`src/rtl/sub_sequence_generator.sv`:
```
// Serial frame generator: emits M back-to-back copies of (N ones, N zeros).
// Optional trailing idle gap enabled by defining SUB_SEQUENCE_GENERATOR_GAP_EN.
module sub_sequence_generator (
    input  logic       clk,
    input  logic       rst,
    input  logic       start,
    input  logic       abort,
    input  logic [5:0] N,
    input  logic [4:0] M,
`ifdef SUB_SEQUENCE_GENERATOR_GAP_EN
    input  logic [3:0] gap_len,
`endif
    output logic       data_out,
    output logic       data_vld,
    output logic       busy,
    output logic       done
);

    typedef enum logic [2:0] {
        ST_IDLE  = 3'd0,
        ST_ONES  = 3'd1,
        ST_ZEROS = 3'd2,
        ST_GAP   = 3'd3,
        ST_FIN   = 3'd4
    } state_t;

    state_t     state_r, state_s;
    logic [5:0] bit_cnt_r, bit_cnt_s;
    logic [4:0] rep_cnt_r, rep_cnt_s;
    logic [5:0] n_r, n_s;
    logic [4:0] m_r, m_s;
    logic       data_out_s, data_vld_s, busy_s, done_s;
`ifdef SUB_SEQUENCE_GENERATOR_GAP_EN
    logic [3:0] gap_r, gap_s;
    logic [3:0] gap_cnt_r, gap_cnt_s;
`endif

    // State, counters, captured parameters and registered outputs
    always_ff @(posedge clk or posedge rst) begin
        if (rst) begin
            state_r   <= ST_IDLE;
            bit_cnt_r <= 6'd0;
            rep_cnt_r <= 5'd0;
            n_r       <= 6'd0;
            m_r       <= 5'd0;
            data_out  <= 1'b0;
            data_vld  <= 1'b0;
            busy      <= 1'b0;
            done      <= 1'b0;
`ifdef SUB_SEQUENCE_GENERATOR_GAP_EN
            gap_r     <= 4'd0;
            gap_cnt_r <= 4'd0;
`endif
        end else begin
            state_r   <= state_s;
            bit_cnt_r <= bit_cnt_s;
            rep_cnt_r <= rep_cnt_s;
            n_r       <= n_s;
            m_r       <= m_s;
            data_out  <= data_out_s;
            data_vld  <= data_vld_s;
            busy      <= busy_s;
            done      <= done_s;
`ifdef SUB_SEQUENCE_GENERATOR_GAP_EN
            gap_r     <= gap_s;
            gap_cnt_r <= gap_cnt_s;
`endif
        end
    end

    // Next-state and counter logic; FIN accepts start like IDLE for back-to-back frames
    always_comb begin
        state_s   = state_r;
        bit_cnt_s = bit_cnt_r;
        rep_cnt_s = rep_cnt_r;
        n_s       = n_r;
        m_s       = m_r;
`ifdef SUB_SEQUENCE_GENERATOR_GAP_EN
        gap_s     = gap_r;
        gap_cnt_s = gap_cnt_r;
`endif
        if (abort) begin
            state_s   = ST_IDLE;
            bit_cnt_s = 6'd0;
            rep_cnt_s = 5'd0;
`ifdef SUB_SEQUENCE_GENERATOR_GAP_EN
            gap_cnt_s = 4'd0;
`endif
        end else begin
            case (state_r)
                ST_IDLE, ST_FIN: begin
                    if (start) begin
                        n_s       = N;
                        m_s       = M;
                        bit_cnt_s = 6'd0;
                        rep_cnt_s = 5'd0;
`ifdef SUB_SEQUENCE_GENERATOR_GAP_EN
                        gap_s     = gap_len;
                        gap_cnt_s = 4'd0;
`endif
                        if ((N == 6'd0) || (M == 5'd0)) begin
                            state_s = ST_FIN;
                        end else begin
                            state_s = ST_ONES;
                        end
                    end else begin
                        state_s = ST_IDLE;
                    end
                end
                ST_ONES: begin
                    if (bit_cnt_r == (n_r - 6'd1)) begin
                        state_s   = ST_ZEROS;
                        bit_cnt_s = 6'd0;
                    end else begin
                        bit_cnt_s = bit_cnt_r + 6'd1;
                    end
                end
                ST_ZEROS: begin
                    if (bit_cnt_r == (n_r - 6'd1)) begin
                        bit_cnt_s = 6'd0;
                        if (rep_cnt_r == (m_r - 5'd1)) begin
                            rep_cnt_s = 5'd0;
`ifdef SUB_SEQUENCE_GENERATOR_GAP_EN
                            state_s = (gap_r != 4'd0) ? ST_GAP : ST_FIN;
`else
                            state_s = ST_FIN;
`endif
                        end else begin
                            rep_cnt_s = rep_cnt_r + 5'd1;
                            state_s   = ST_ONES;
                        end
                    end else begin
                        bit_cnt_s = bit_cnt_r + 6'd1;
                    end
                end
`ifdef SUB_SEQUENCE_GENERATOR_GAP_EN
                ST_GAP: begin
                    if (gap_cnt_r == (gap_r - 4'd1)) begin
                        gap_cnt_s = 4'd0;
                        state_s   = ST_FIN;
                    end else begin
                        gap_cnt_s = gap_cnt_r + 4'd1;
                    end
                end
`endif
                default: begin
                    state_s   = ST_IDLE;
                    bit_cnt_s = 6'd0;
                    rep_cnt_s = 5'd0;
                end
            endcase
        end
    end

    // Outputs decoded from the next state so the registered copies line up with it
    always_comb begin
        data_out_s = 1'b0;
        data_vld_s = 1'b0;
        busy_s     = 1'b0;
        done_s     = 1'b0;
        case (state_s)
            ST_ONES: begin
                data_out_s = 1'b1;
                data_vld_s = 1'b1;
                busy_s     = 1'b1;
            end
            ST_ZEROS: begin
                data_vld_s = 1'b1;
                busy_s     = 1'b1;
            end
            ST_GAP: begin
                busy_s = 1'b1;
            end
            ST_FIN: begin
                done_s = 1'b1;
            end
            default: begin
                data_out_s = 1'b0;
            end
        endcase
    end

endmodule

```
`config.mk`:
```
export PLATFORM = sky130hd
export DESIGN_NAME = sub_sequence_generator
export DESIGN_NICKNAME = d
export VERILOG_FILES = /design/src/rtl/sub_sequence_generator.sv
export SDC_FILE = /design/constraint.sdc
export NUM_CORES = 1
export LEC_CHECK = 0
export ABC_AREA = 0
export CAP_MARGIN = 20
export CORE_MARGIN = 3
export CORE_UTILIZATION = 60
export DETAILED_ROUTE_END_ITERATION = 10
export GPL_ROUTABILITY_DRIVEN = 0
export PLACE_DENSITY = 0.84
export SYNTH_ARGS = -nofsm -noshare
export SYNTH_HDL_FRONTEND = slang
export SYNTH_SLANG_ARGS = --single-unit
```
`constraint.sdc`:
```
create_clock -name clk -period 4.9 [get_ports clk]
set_input_delay 0.735 -clock clk [delete_from_list [all_inputs] [get_ports clk]]
set_output_delay 0.735 -clock clk [all_outputs]
set_load 0.01 [all_outputs]
```
# Yosys cells after proc, flatten, opt, wreduce, memory -nomap -nowiden
# Cells that the tools add are included.
# totals
out_inout_bits	4
word_cells	56
input_bits	15
regBits	29
# classes
bitwise_logic	1
mux	20
n_eq_ne	12
reduce_logical	10
addsub	4
# ops
operator	n
$mux 5	4
$mux 3	6
$mux 6	3
$pmux 5 s3	1
$pmux 6 s2	1
$eq 3x2->1 const B	3
$pmux 3 s3	1
$add 6x1->6 const B	1
$eq 3x1->1 const B	2
$eq 3x3->1 const B	2
$eq 6x6->1	1
$logic_not 6->1	1
$ne 3x3->1 const B	2
$reduce_and 3->1	2
$reduce_or 2->1	3
$sub 6x1->6 const B	1
$add 5x1->5 const B	1
$eq 5x5->1	1
$logic_not 5->1	1
$sub 5x1->5 const B	1
$mux 1	4
$logic_not 3->1	1
$reduce_or 3->1	1
$ne 2x2->1 const B	1
other kinds (2)	2

# Depth between registers and ports, before layout
# logic_depth
word_depth	9
ltp_mapped	8

# Worst setup path after synthesis
# Ideal clock, no wire load.
# synth_path
kind	register -> register
startpoint	register n_r[0]
endpoint	register busy
arrival_time_ns	2.311
n_path_buf	0
period_less_slack_ns	2.436
stages_incl_launch_ff	7
path_slack_ns	2.464
setup_ns	0.124
required_time_ns	4.776
path_cell_list	dfrtp_1 > or4_4 > or3_4 > a2111oi_4 > o211ai_2 > o221a_4 > o21bai_1
# synth_between
elab_chain_len	8
elab_cells_between_ends	11
classes_between	1 x add/sub; 4 x eq/ne; 5 x mux; 1 x reduce/logical
# synth_lines
element	line	text
start, declared	30	logic [5:0] n_r, n_s;
start signal, assigned	58	n_r <= n_s;
$sub 6x1->6 (*)	111, 119	
$eq 6x6->1 (*)	111, 119	
$mux 3 (on tied branches)	119, 111	
$pmux 3 s3 (*)	90	case (state_r)
$mux 3 (*)	82	if (abort) begin
net state_s[0]	27	state_t state_r, state_s;
$eq 3x2->1 or $eq 3x1->1 (tied branches)	161	case (state_s)
$reduce_or 3->1 (no source line) (*)	--	
$mux 1 (*)	161	
net busy_s	32	logic data_out_s, data_vld_s, busy_s, done_s;
end signal, assigned	62	busy <= busy_s;
end, declared	15	output logic busy,
# The timed path passes the listed nets; every way through them passes the cells marked *.
# A chain may end at the register's enable or synchronous reset.

# Worst setup path in the final report
# layout_path
startpoint	register n_r[0]
endpoint	register bit_cnt_r[5]
# layout_between
elab_chain_len	5
# layout_lines
element	line	text
$sub 6x1->6	111, 119	
$eq 6x6->1	111, 119	
$mux 6	111, 119	
$pmux 6 s2	90	
$mux 6	82	
end signal, assigned	56	bit_cnt_r <= bit_cnt_s;
end, declared	28	logic [5:0] bit_cnt_r, bit_cnt_s;
# Every way passes these cells.

==> results_dict.tcl <==
set metrics [dict create \
    status "completed" \
    post_cts_buffers 0 \
    hold_depth 1 \
    grt_overflow_total 0 \
    route.detailed.drc 0 \
    track_usage_pct 22.4 \
    p_total_uw 671 \
    core-area_mm2 0.00259 \
    maxCapViolCount 0 \
    switching_share_pct 33.2 \
    rsz0062_at_grt "false" \
    cts.sinks 29 \
    layout_common_cells "dfrtp_1, clkdlybuf4s50_1, nor2_1, nand2_1, xnor2_1" \
    diodes 0 \
    p_clk_share_pct 21.6 \
    r2r-start "n_r[0]" \
    start_kind "register" \
    finalNonFillerCells 223 \
    die_w_um 59.5 \
    max-vdd-ir-drop_mv 0.294 \
    grt_pass1_wl_mm 5.90 \
    area_delta_synth_final_pct 15.5 \
    whs_endpoint "bit_cnt_r[5]" \
    insertion_delay_ns 0.33 \
    wl_per_cell_um 15.9 \
    max_freq_mhz 363 \
    hp-class "reg -> reg" \
    port_buffers 18 \
    yosys_warnings 0 \
    p_sw_uw 223 \
    power_frac_comb_pct 31.8 \
    pin_count 19 \
    cts_resized 0 \
    period_minus_slack_ns 2.76 \
    synth_cells 171 \
    yosysUniqueCellTypes 50 \
    finalSetupTns_ns 0 \
    sequentialPowerShare_pct 46.6 \
    setup.worst_path.class "reg -> reg" \
    layout_commonest_cell "dfrtp_1" \
    clk_pin_slew_worst_paths_ns 0.09 \
    rows 18 \
    grt_max_degree 30 \
    r2r_end "bit_cnt_r[5]" \
    first_global_vias 1332 \
    synth_seq_area_share_pct 42.2 \
    worstMarginPinSlew_ns 0.910 \
    reg2reg_depth 8 \
    synth_edf_count 0 \
    clock_skew_ns 0.00979 \
    die_y_um 59.5 \
    start_util_pct 66.4 \
    drt-vias-per-instance 6.19 \
    p_int_uw 449 \
    fin_crit_sh_pct 56.3 \
    drtIter0Drc 79 \
    num-fill-cells 169 \
    finalHoldViolCount 0 \
    cts_hold_buf 0 \
    syn_area_per_cell_um2 10.1 \
    power_density_mw_per_mm2 338 \
    report.final.slew_viol_count 0 \
    drtPass1Iterations 4 \
    clock_path_buffers 2 \
    relSlewSlack_pct 39.1 \
    vias 1381 \
    htreeDepth 2 \
    antenna_left 0 \
    cts-buffers-inserted 5 \
    drive_above_1_share_pct 13.0 \
    finalSetupViolCount 0 \
    reg2reg_slack_ns 2.14 \
    worstPathRequired_ns 5.16 \
    nNetsFinal 212 \
    die-area_mm2 0.00355 \
    cts_tree "built" \
    wirelength_mm 3.55 \
    place_inst 215 \
    async_reset_ff_share_pct 100 \
    power.leakage_nw 0.823 \
    hpwl_mm 2.68 \
    root_buffer "clkbuf_4" \
    syn-num-nets 190 \
    cp_data_arrival_time_ns 3.02 \
    hp-start "bit_cnt_r[5]" \
    end_kind "register" \
    ys_ff_latch 29 \
    utilization_pct 76.7 \
    netlist_area_mm2 0.00172 \
    cp_max_fo 9 \
    ys_dominant_reg_cell "dfrtp_1" \
    antenna_found_initial 0 \
]
==> sequential cells by signal, summed over array words and instances, names as in the netlist <==
register / flops
state_r: 3
rep_cnt_r: 5
bit_cnt_r: 6
done: 1
data_out: 1
n_r: 6
data_vld: 1
m_r: 5
busy: 1
==> synthesized netlist by cell type, types with 2 or more instances <==
master    number  area [um^2]
nand2_1       12         45.0
buf_6          2         22.5
o211ai_1       2         15.0
o21a_1         2         15.0
o21bai_1       2         15.0
a21oi_1        6         30.0
or2b_1         2         15.0
nor3_1         5         25.0
dfrtp_1       29          726
a31oi_1        4         25.0
xnor2_1       11         96.3
a22o_1         2         17.5
nor2b_1        2         12.5
inv_1         10         37.5
nand3_1        8         40.0
nand4_1        2         12.5
ha_1           4         50.1
nand2b_1       4         25.0
o21ai_0        8         40.0
xor2_1         3         26.3
mux2_2         8         90.1
nor4_1         2         12.5
nor2_1        13         48.8
nor3b_1        2         15.0
==> per-layer routing <==
layer,routed length [um],GRT usage [%]
met1,1490,27.9
met2,1800,37.4
met3,211,6.32
met4,46,7.28
met5,0,0
==> layout make-up <==
class,instances,area [um^2],share of cell area [%]
timing repair buffer,19,208,10.5
sequential,29,726,36.5
multi-input combinational,128,923,46.5
inverter,10,37.5,1.89
clock buffer,7,55.1,2.77
tap,30,37.5,1.89
==> through the flow <==
stage          hold slack [ns]  worst slack (ns)  area, um^2
5_1_grt                  0.562              1.86        1990
3_5_place_dp             0.525              2.14        1900
3_3_place_gp             0.516              2.18        1900
4_1_cts                  0.537              2.20        1960
2_1_floorplan            0.473              2.46        1720
6_report                 0.535              2.14        1990
==> worst max-delay path, cell delays in order, from the launching register on <==
cell and delay, ns:
dfrtp_1 0.42, inv_1 0.09, ha_1 0.26, or2b_1 0.27, a21oi_1 0.19, o31ai_1 0.17, a2111oi_2 0.88, a41oi_1 0.23
a31oi_1 0.18
==> worst max-delay path by stage <==
| stage | startpoint | endpoint | cells after the start |
|---|---|---|---|
| 2_1_floorplan | n_r[0] | busy | 6 |
| 3_3_place_gp | M[1] | data_vld | 7 |
| 3_5_place_dp | M[1] | busy | 7 |
| 4_1_cts | n_r[0] | bit_cnt_r[5] | 8 |
| 5_1_grt | n_r[0] | bit_cnt_r[5] | 8 |
| 6_report | n_r[0] | bit_cnt_r[5] | 8 |
==> cells by family after synthesis <==
kind of cell | after synthesis | share of synthesized area [%]
muxes | 9 | 5.82
buffers and inverters | 14 | 4.15
adders and majority gates | 4 | 2.91
and+or+nand+nor | 60 | 18.8
xor gates and xnor gates | 14 | 7.13
DFF | 29 | 42.2
AOI/OAI and AO/OA | 41 | 19.1
==> power groups by stage <==
stage / registers [mW] / clock network, mW / logic, mW
4_1_cts: 0.311 / 0.147 / 0.211
6_report: 0.313 / 0.145 / 0.214
5_1_grt: 0.317 / 0.159 / 0.236
3_3_place_gp: 0.313 / 0 / 0.199
3_5_place_dp: 0.316 / 0 / 0.209
2_1_floorplan: 0.305 / 0 / 0.165
Note: power is estimated with default switching activity, not from simulation.
